[src/rtl/cla_seq_ctrl.sv]
// Multi-cycle add/subtract sequencer: one 4-bit carry-lookahead slice swept LSB nibble first.
// Optional CLA_SEQ_ZERO_FLAG_EN adds a per-nibble accumulated zero flag output.

module cla_nib (
  input  logic [3:0] a,
  input  logic [3:0] b,
  input  logic       cin,
  output logic [3:0] s,
  output logic       cout
);
  logic [3:0] p, g, c;
  logic       pg, gg;

  assign p = a ^ b;
  assign g = a & b;

  assign c[0] = cin;
  assign c[1] = g[0] | (p[0] & cin);
  assign c[2] = g[1] | (p[1] & g[0]) | (p[1] & p[0] & cin);
  assign c[3] = g[2] | (p[2] & g[1]) | (p[2] & p[1] & g[0]) | (p[2] & p[1] & p[0] & cin);

  assign pg   = &p;
  assign gg   = g[3] | (p[3] & g[2]) | (p[3] & p[2] & g[1]) | (p[3] & p[2] & p[1] & g[0]);
  assign cout = gg | (pg & cin);
  assign s    = p ^ c;
endmodule

module cla_seq_ctrl #(
  parameter int WIDTH = 32,
  parameter int NIB_W = 3
) (
  input  logic             clk,
  input  logic             rst,
  input  logic             in_valid,
  output logic             in_ready,
  input  logic [WIDTH-1:0] a,
  input  logic [WIDTH-1:0] b,
  input  logic             sub,
  output logic             out_valid,
  input  logic             out_ready,
  output logic [WIDTH-1:0] result,
  output logic             cout,
  output logic             ovf
`ifdef CLA_SEQ_ZERO_FLAG_EN
  ,
  output logic             zero
`endif
);
  localparam int             NNIB = WIDTH / 4;
  localparam logic [NIB_W-1:0] LAST = NIB_W'(NNIB - 1);

  typedef enum logic [1:0] {IDLE, RUN, DONE} state_t;
  state_t state, nxt;

  logic [WIDTH-1:0] a_r, b_r, res_r;
  logic [NIB_W-1:0] nib;
  logic             carry, cout_r, ovf_r;
  logic [3:0]       sum;
  logic             c4;
  logic             accept, last;

  assign accept = in_valid & in_ready;
  assign last   = (nib == LAST);

  // Operands shift right each RUN cycle, so the active nibble is always in bits [3:0].
  cla_nib u_nib (
    .a    (a_r[3:0]),
    .b    (b_r[3:0]),
    .cin  (carry),
    .s    (sum),
    .cout (c4)
  );

  always_ff @(posedge clk) begin
    if (rst) state <= IDLE;
    else     state <= nxt;
  end

  always_comb begin
    nxt = state;
    case (state)
      IDLE:    if (accept)    nxt = RUN;
      RUN:     if (last)      nxt = DONE;
      DONE:    if (out_ready) nxt = IDLE;
      default:                nxt = IDLE;
    endcase
  end

  always_ff @(posedge clk) begin
    if (rst) begin
      a_r    <= '0;
      b_r    <= '0;
      res_r  <= '0;
      nib    <= '0;
      carry  <= 1'b0;
      cout_r <= 1'b0;
      ovf_r  <= 1'b0;
    end else begin
      case (state)
        IDLE: if (accept) begin
          a_r   <= a;
          b_r   <= b ^ {WIDTH{sub}};
          carry <= sub;
          nib   <= '0;
          res_r <= '0;
        end
        RUN: begin
          a_r   <= a_r >> 4;
          b_r   <= b_r >> 4;
          res_r <= res_r | (WIDTH'(sum) << {nib, 2'b00});
          carry <= c4;
          if (last) begin
            cout_r <= c4;
            // a_r/b_r[3] hold the operand MSBs during the final nibble
            ovf_r  <= (a_r[3] == b_r[3]) & (sum[3] != a_r[3]);
          end else begin
            nib <= nib + 1'b1;
          end
        end
        default: ;
      endcase
    end
  end

`ifdef CLA_SEQ_ZERO_FLAG_EN
  logic zero_r;
  always_ff @(posedge clk) begin
    if (rst)                         zero_r <= 1'b0;
    else if (state == IDLE && accept) zero_r <= 1'b1;
    else if (state == RUN)           zero_r <= zero_r & ~|sum;
  end
  assign zero = zero_r;
`endif

  assign in_ready  = (state == IDLE);
  assign out_valid = (state == DONE);
  assign result    = res_r;
  assign cout      = cout_r;
  assign ovf       = ovf_r;
endmodule

[config.mk]
export PLATFORM = sky130hd
export DESIGN_NAME = cla_seq_ctrl
export DESIGN_NICKNAME = d
export VERILOG_FILES = /design/src/rtl/cla_seq_ctrl.sv
export SDC_FILE = /design/constraint.sdc
export NUM_CORES = 1
export LEC_CHECK = 0
export ABC_AREA = 1
export BUFFER_PORTS_ARGS = -buffer_cell sky130_fd_sc_hd__buf_2
export CORE_MARGIN = 2
export CORE_UTILIZATION = 35
export CTS_CLUSTER_SIZE = 28
export DETAILED_ROUTE_END_ITERATION = 8
export PLACE_DENSITY = 0.67
export SYNTH_ARGS = -nofsm -noshare
export SYNTH_HDL_FRONTEND = slang
export SYNTH_SLANG_ARGS = --single-unit
export TNS_END_PERCENT = 10
[constraint.sdc]
create_clock -name clk -period 2.05 [get_ports clk]
set_input_delay 0.205 -clock clk [delete_from_list [all_inputs] [get_ports clk]]
set_output_delay 0.205 -clock clk [all_outputs]
set_load 0.05 [all_outputs]
# == After elaboration in Yosys (flattened, before gate mapping) ==
# Index checks and enable logic that the tools add are counted.
# op_classes
addsub,1
n_bitwise,32
n_reduce_logical,7
shifts,1
muxes,15
eq_ne,9
# ops
cell,n
32-bit case mux with 2 select lines,3
32-bit two-way mux,3
32-bit bitwise OR,1
4-bit by 5-bit << shifter with 32-bit output,1
32-bit bitwise XOR,1
1-bit bitwise AND,17
1-bit bitwise OR,10
4-bit bitwise XOR,2
2-bit two-way mux,3
3-bit two-way mux,2
2-bit case mux with 3 select lines,1
3-bit case mux with 2 select lines,1
3-bit AND reduction,2
4-bit bitwise AND,1
2-bit by 1-bit != test with 1-bit output (second input constant),2
2-bit != test (second input constant),2
2-bit AND reduction,2
4-bit AND reduction,1
3-bit by 1-bit adder with 3-bit output (second input constant),1
3-bit equality test (second input constant),1
2-bit by 1-bit equality test with 1-bit output (second input constant),1
2-bit equality test (second input constant),1
2-bit logical NOT,1
1-bit case mux with 2 select lines,1
4 further kinds,4
# word_totals
inputBits,69
register_bits,104
word_cells,73
out_inout_bits,36

# == Longest topological paths before layout ==
# Gate-level depths: netlist of run 1.
# depth
ltp_word,9
ltp_mapped,9
ltp_nobuf,9

# == Modules after synthesis ==
# From an unflattened synthesis of run 1, not the netlist that was laid out.
# unflattened
hier_cells,877
hier_area_um2,5397.7
# modules_own_cells
mod,instances,cells_per_inst,seq_area_each_um2,area_per_inst_um2
cla_seq_ctrl,1,846,2082.0,5208.7
cla_nib,1,31,0.0,188.9

# == Worst setup path before layout of run 1 ==
# OpenSTA, ideal clock, no wires.
# synth_path
path_kind,flip-flop to flip-flop
start,register state[0]
end,"register res_r[24], in the netlist result[24]"
stages_incl_launch_ff,8
path_buffers,1
required_ns,1.922
setup_ns,0.128
period_less_slack_ns,1.651
arrival_time_ns,1.523
path_slack_ns,0.399
path_cell_list,dfxtp_1 nor2_2 nand2_4 nand2_4 inv_4 buf_2 a22oi_1 nor2_1
# synth_via
elab_chain_cells,4
elab_cells_between_ends,7
classes_between,eq/ne (2); mux (1); bitwise (1); reduce/logical (3)
# synth_lines
element,line,text
from (decl),53,"state_t state, nxt;"
from (signal assigned),76,else state <= nxt;
2-bit logical NOT *,135,assign in_ready = (state == IDLE);
net in_ready,35,"output logic in_ready,"
1-bit bitwise AND,62,assign accept = in_valid & in_ready;
2-bit by 1-bit != test with 1-bit output (no source line),-,
2-bit AND reduction (no source line),-,
to (signal assigned),110,"res_r <= res_r | (WIDTH'(sum) << {nib, 2'b00});"
to (decl),55,"logic [WIDTH-1:0] a_r, b_r, res_r;"
# The timed path passes the listed nets; every way through them passes the cells marked *.
# A chain may end at the register's enable or synchronous reset.

# == Worst setup path after layout of run 1 ==
# layout_path
start,register a_r[0]
end,"register res_r[13], in the netlist result[13]"
# layout_via
elab_chain_cells,7
elab_cells_between_ends,8
classes_between,shift (1); mux (1); bitwise (6)
# layout_lines
element,line,text
from (decl),55,
from (signal assigned),108,a_r <= a_r >> 4;
4-bit bitwise XOR,14,assign p = a ^ b;
1-bit bitwise AND,18,assign c[1] = g[0] | (p[0] & cin);
1-bit bitwise OR *,18,
4-bit bitwise XOR *,25,assign s = p ^ c;
4-bit by 5-bit << shifter with 32-bit output *,110,
32-bit bitwise OR *,110,
32-bit case mux with 2 select lines *,99,case (state)
# Every way passes the cells marked *; elsewhere a longest branch is shown, timed or not.

==> results of run 1 <==
layout make-up:
| type | count | area, um^2 |
|---|---|---|
| Clock buffer | 10 | 239 |
| Clock inverter | 6 | 82.6 |
| Fill cell | 1447 | 7860 |
| Inverter | 57 | 216 |
| Multi-Input combinational cell | 451 | 2340 |
| Sequential cell | 104 | 2080 |
| Tap cell | 180 | 225 |
| Timing Repair Buffer | 117 | 668 |
how the worst max path moves through the flow:
stage	startpoint	endpoint	slack [ps]	cells past startpoint
floorplan	state[0]	result[24]	400	7
global placement	a_r[0]	result[13]	470	6
detailed placement	a_r[0]	result[13]	460	6
CTS	a_r[0]	result[13]	410	6
global route	a_r[0]	result[29]	240	6
finish	a_r[0]	result[13]	390	6
Yosys cell counts:
| cell | instances |
|---|---|
| a211oi_1 | 1 |
| a21oi_1 | 43 |
| a22oi_1 | 1 |
| a31oi_1 | 29 |
| buf_1 | 1 |
| buf_2 | 18 |
| buf_4 | 7 |
| clkbuf_1 | 20 |
| clkinv_1 | 2 |
| dfxtp_1 | 104 |
| fa_1 | 1 |
| ha_1 | 7 |
| inv_1 | 51 |
| inv_2 | 3 |
| inv_4 | 1 |
| nand2_1 | 211 |
| nand2_2 | 1 |
| nand2_4 | 2 |
| nand3_1 | 12 |
| nand4_1 | 13 |
| nor2_1 | 11 |
| nor2_2 | 1 |
| nor2_4 | 1 |
| nor3_1 | 2 |
| nor3_2 | 3 |
| o211ai_1 | 30 |
| o21ai_0 | 38 |
| o21ai_1 | 9 |
| o21bai_1 | 1 |
| or2_2 | 1 |
| xnor2_1 | 28 |
| xor2_1 | 5 |
worst register-to-register path, stage by stage, from the launching register on:
cell and delay [ps]:
dfxtp_1 360, fa_1 440, xor2_1 260, nand2_1 130, nor3_1 200, nand2_1 80
a21oi_1 120
flip-flops by register name (all words and copies together) (netlist names):
| signal | cells |
|---|---|
| carry | 1 |
| b_r | 32 |
| a_r | 32 |
| result | 32 |
| state | 2 |
| ovf | 1 |
| cout | 1 |
| nib | 3 |
power by group:
part | total, W | switching (W) | internal [W]
clock | 0.00185 | 0.000753 | 0.00110
combinational | 0.000782 | 0.000485 | 0.000297
sequential | 0.00222 | 0.0000740 | 0.00215
through the flow:
step	util, %	cell area, um^2	worst slack, ps	hold slack [ps]
2_1_floorplan	-	4860	399	352
3_3_place_gp	40.3	5540	474	438
3_5_place_dp	40.3	5540	458	443
4_1_cts	42.7	5860	411	105
5_1_grt	42.7	5860	237	119
6_report	42.7	5860	391	118
cells by family (layout without fill, tap and decap cells):
group | count (synthesis) | count (layout)
adder cells (fa/ha/maj) | 8 | 8
flip-flops | 104 | 104
AND/OR/NAND/NOR | 258 | 258
XOR/XNOR | 33 | 33
AO/OA/AOI/OAI | 152 | 152
buffers and inverters | 103 | 190
cell usage in the layout, fill, tap and decap left out, drive strengths merged, types with 4 or more instances in the layout:
cell,n
nand2,214
buf,117
dfxtp,104
inv,56
o21ai,47
a21oi,43
o211ai,30
a31oi,29
xnor2,28
nand4,13
nor2,13
nand3,12
clkbuf,10
ha,7
xor2,5
nor3,5
clkinv,4
per-layer routing:
metal	GRT usage, %	vias up
met5	0	-
li1	-	2315
met4	5.68	0
met2	26.1	118
met1	20.6	2022
met3	5.06	16
==> flow_metrics.env, run 1 <==
export IMPL_run_status="finished clean"
export IMPL_holdBufCountCts=0
export IMPL_grt_max_degree=60
export IMPL_slew_headroom_pct=57.9
export IMPL_route_top_layer_used="met4"
export IMPL_number_of_global_route_vias_before_repair=4048
export IMPL_worstPathMaxFanout=4
export IMPL_track_usage_pct=16.2
export IMPL_min_to="a_r[28]"
export IMPL_placement_io_buffers=104
export IMPL_worst_r2r_path_depth=6
export IMPL_synth_seq_area_share_pct=42.8
export IMPL_fin_crit_sh_pct=80.9
export IMPL_min_delay_path_class="input pin to flip-flop"
export IMPL_postSynthCellCount=658
export IMPL_antenna_found_initial=1
export IMPL_post_cts_setup_buffers=0
export IMPL_combinational_family_with_the_most_area_after_synthesis="simple AND/OR/NAND/NOR gates"
export IMPL_detailedPlacementHpwl_um=8090
export IMPL_hold_violations=0
export IMPL_path_buf_inv=0
export IMPL_min_path_cells=3
export IMPL_synth_top_cell_area_share_pct=42.8
export IMPL_cpMostUsedCell="nand2_1"
export IMPL_crit_path_max_incr_delay_ps=440
export IMPL_timing_worst_setup_path_type="flip-flop to flip-flop"
export IMPL_area_growth_synth_to_final_pct=20.4
export IMPL_row_count=43
export IMPL_period_minus_slack_ps=1660
export IMPL_cts_root_buffer="clkbuf_16"
export IMPL_total_power_w=0.00486
export IMPL_first_pass_iters=5
export IMPL_wl_met1_um=5350
export IMPL_placed_cells=909
export IMPL_synth_top_area_cell="dfxtp_1"
export IMPL_grt_first_pass_wirelength_um=19300
export IMPL_critPathLaunchType="flip-flop"
export IMPL_cts_buffers=9
export IMPL_min_delay_start="a[28]"
export IMPL_path_cells="fa_1 -> xor2_1 -> nand2_1 -> nor3_1 -> nand2_1 -> a21oi_1"
export IMPL_synth_fp_nets=735
export IMPL_synth_lib_cells_used_distinct=32
export IMPL_core_um2=13700
export IMPL_design_die_area_um2=14900
export IMPL_vdd_ir_drop_worst_v=0.000434
export IMPL_clock_sinks=104
export IMPL_vertical_die_dimension_um=122
export IMPL_post_synth_and_or_nand_nor_area_fraction_pct=21.9
export IMPL_number_of_diodes_added_for_antenna_fixing=0
export IMPL_r2r_slack_ps=390
export IMPL_synth_compound_area_share_pct=18.1
export IMPL_final_net_count=817
export IMPL_detail_route_drc_violations=0
export IMPL_met3WireLength_um=715
export IMPL_power_density_nw_per_um2=829
export IMPL_final_max_slew_viol_count=0
export IMPL_setup_total_negative_slack_ps=0
export IMPL_synthTopCellsByArea="dfxtp_1 (43%), nand2_1 (16%), xnor2_1 (5.0%)"
export IMPL_clock_tree_from_tritoncts="yes"
export IMPL_synth_cell_area_um2=4860
export IMPL_routed_wl_met2_um=5500
export IMPL_route_detailed_wl_per_inst_um=12.7
export IMPL_totalWireLength_um=11800
export IMPL_synthAdderAreaFrac_pct=2.21
export IMPL_r2r_start="a_r[0]"
export IMPL_unrepaired_setup_endpoints_after_global_routing="false"
export IMPL_cts_resized=0
export IMPL_setup_worst_path_end_class="flip-flop"
export IMPL_ios=105
export IMPL_ys_seq_elements=104
export IMPL_max_cap_violations=0
export IMPL_htreeDepth=3
export IMPL_critical_path_rt_ps=2320
export IMPL_worst_path_dominant_cell_family="adder cells"
export IMPL_worst_pin_slew_ps=630
export IMPL_clk_path_buf_depth=2
export IMPL_ys_warn_count=0
export IMPL_static_leakage_power_nw=2.58
export IMPL_cp_arrival_ps=1930
export IMPL_critical_path_slowest_cell="fa_1"
export IMPL_drive_above_1_share_pct=19.7
export IMPL_drtIter0Drc=332
export IMPL_synth_mux_area_fraction_pct=0
export IMPL_detailroute_via_count=4471
export IMPL_highest_clock_frequency_the_design_can_meet_mhz=603
export IMPL_remaining_global_route_overflow=0
export IMPL_synthesis_area_per_instance_um2=7.39
export IMPL_clock_latency_ps=340
export IMPL_drt_antenna_net_count=0
export IMPL_final_cells=925
export IMPL_timing_rr_end="result[13]"
export IMPL_final_setup_fails=0
export IMPL_initial_utilization_pct=35.4
export IMPL_xor_xnor_portion_of_the_synthesized_cell_area_pct=5.94
export IMPL_routed_via_density=4.83
export IMPL_clock_transition_at_path_regs_ps=70
export IMPL_finalClockSkew_ps=7.47
export IMPL_chip_width_um=122
export IMPL_gp_congestion=0.834
Power figures use the tool's default switching activity.
==> run 2: changes to the inputs <==
Clock period 2.05 ns to 1.62 ns, I/O delays scaled along.
==> flow_metrics.env, run 2 (synthesized netlist as in run 1, its figures left out) <==
export IMPL_initial_utilization_pct=35.4
export IMPL_met3_usage_pct=4.87
export IMPL_area_growth_synth_to_final_pct=22.3
export IMPL_design_die_area_um2=14900
export IMPL_most_common_layout_cells="nand2_1 (208), buf_2 (104), dfxtp_1 (103)"
export IMPL_run_status="finished clean"
export IMPL_ios=105
export IMPL_period_minus_slack_ps=1520
export IMPL_detailroute_via_count=4507
export IMPL_path_buf_inv=0
export IMPL_row_count=43
export IMPL_hold_violations=0
export IMPL_clock_tree_from_tritoncts="yes"
export IMPL_vdd_ir_drop_worst_v=0.000656
export IMPL_drt_antenna_net_count=0
export IMPL_path_cells="ha_1 -> a21oi_1 -> nand3_1 -> nand2_4 -> nand3_1 -> o21ai_0"
export IMPL_critPathLaunchType="flip-flop"
export IMPL_crit_path_max_incr_delay_ps=330
export IMPL_power_density_nw_per_um2=1000
export IMPL_min_path_cells=3
export IMPL_track_usage_pct=17.0
export IMPL_first_pass_iters=4
export IMPL_number_of_global_route_vias_before_repair=4192
export IMPL_clock_latency_ps=350
export IMPL_place_worst_setup_slack_ps=37.6
export IMPL_final_setup_fails=0
export IMPL_min_delay_path_class="input pin to flip-flop"
export IMPL_final_net_count=824
export IMPL_grt_first_pass_wirelength_um=20000
export IMPL_htreeDepth=3
export IMPL_slew_headroom_pct=74.0
export IMPL_grt_max_degree=41
export IMPL_drive_above_1_share_pct=21.4
export IMPL_r2r_start="a_r[2]"
export IMPL_crit_start="a_r[2]"
export IMPL_drtIter0Drc=304
export IMPL_detail_route_drc_violations=0
export IMPL_placement_io_buffers=104
export IMPL_critical_path_slowest_cell="ha_1"
export IMPL_setup_worst_path_end_class="flip-flop"
export IMPL_cpMostUsedCell="nand3_1"
export IMPL_finalHoldWorstSlack_ps=62.6
export IMPL_worstPathMaxFanout=8
export IMPL_number_of_diodes_added_for_antenna_fixing=0
export IMPL_totalWireLength_um=12300
export IMPL_critical_path_rt_ps=1890
export IMPL_groute_layer_met2_usage_pct=27.4
export IMPL_gp_congestion=0.829
export IMPL_max_cap_violations=0
export IMPL_core_um2=13700
export IMPL_cts_root_buffer="clkbuf_16"
export IMPL_min_to="a_r[31]"
export IMPL_worst_r2r_path_depth=6
export IMPL_final_max_slew_viol_count=0
export IMPL_route_detailed_wl_per_inst_um=13.2
export IMPL_fin_crit_sh_pct=93.9
export IMPL_cts_buffers=9
export IMPL_finalClockSkew_ps=10.3
export IMPL_antenna_found_initial=0
export IMPL_clock_transition_at_path_regs_ps=70
export IMPL_globalRoute_busiestLayer="met2"
export IMPL_detailedPlacementHpwl_um=8340
export IMPL_vertical_die_dimension_um=122
export IMPL_timing_worst_setup_path_type="flip-flop to flip-flop"
export IMPL_routed_via_density=4.84
export IMPL_chip_width_um=122
export IMPL_worst_pin_slew_ps=389
export IMPL_clk_path_buf_depth=2
export IMPL_timing_rr_end="result[3]"
export IMPL_worst_path_dominant_cell_family="compound AO/OA/AOI/OAI gates"
export IMPL_mostFrequentLayoutCell="nand2_1"
export IMPL_min_delay_start="a[31]"
export IMPL_setup_total_negative_slack_ps=0
export IMPL_worst_slack_ps=98.3
export IMPL_highest_clock_frequency_the_design_can_meet_mhz=657
export IMPL_clock_sinks=104
export IMPL_grt_use_met1_pct=22.4
export IMPL_remaining_global_route_overflow=0
export IMPL_cp_arrival_ps=1790
export IMPL_r2r_slack_ps=100
export IMPL_static_leakage_power_nw=2.59
run 2: layout make-up:
class | instances | area, um^2
Clock buffer | 12 | 256
Clock inverter | 4 | 28.8
Fill cell | 1469 | 7770
Inverter | 57 | 216
Multi-Input combinational cell | 451 | 2390
Sequential cell | 104 | 2080
Tap cell | 180 | 225
Timing Repair Buffer | 124 | 746
run 2: worst max path at each step:
stage / cells after the start / slack [ps] / end
detailed placement: 6 / 40 / result[13]
global placement: 9 / 100 / result[23]
global route: 6 / -7 / result[3]
finish: 6 / 100 / result[3]
CTS: 6 / 10 / result[13]
floorplan: 7 / 170 / result[24]
run 2: metal layers:
layer  up-vias  share of wire (%)
met5         -                  0
met4         0                1.3
met3         8                5.5
met2       109                 45
met1      2053                 48
li1       2337                  -
run 2: through the flow:
stage / std cells / total power, W / utilization (%) / cell area (um^2)
after floorplan: 658 / 0.00358 / - / 4870
after global placement: 916 / 0.00390 / 40.9 / 5620
after detailed placement: 916 / 0.00391 / 40.9 / 5620
after CTS: 932 / 0.00601 / 43.0 / 5900
after global routing: 932 / 0.00628 / 43.3 / 5950
final: 932 / 0.00597 / 43.3 / 5950
run 2: what timing repair did:
action,4_1_cts,5_1_grt
buffers inserted,0,0
endpoints found under the setup margin,0,20
gates resized for setup,0,11
hold buffers,0,0
run 2: worst reg2reg max path, delay by kind of cell, from the launching register on:
family	cells	cell delay, ps
AO/OA/AOI/OAI	2	400
adder cells (fa/ha/maj)	1	330
flip-flops	1	310
AND/OR/NAND/NOR	3	390
run 2: report_power, final:
group	switching (W)	internal (W)	leakage, nW
combinational	0.000642	0.000420	1.61
sequential	0.0000950	0.00272	0.852
clock	0.000967	0.00113	0.135
total	0.00170	0.00427	2.59
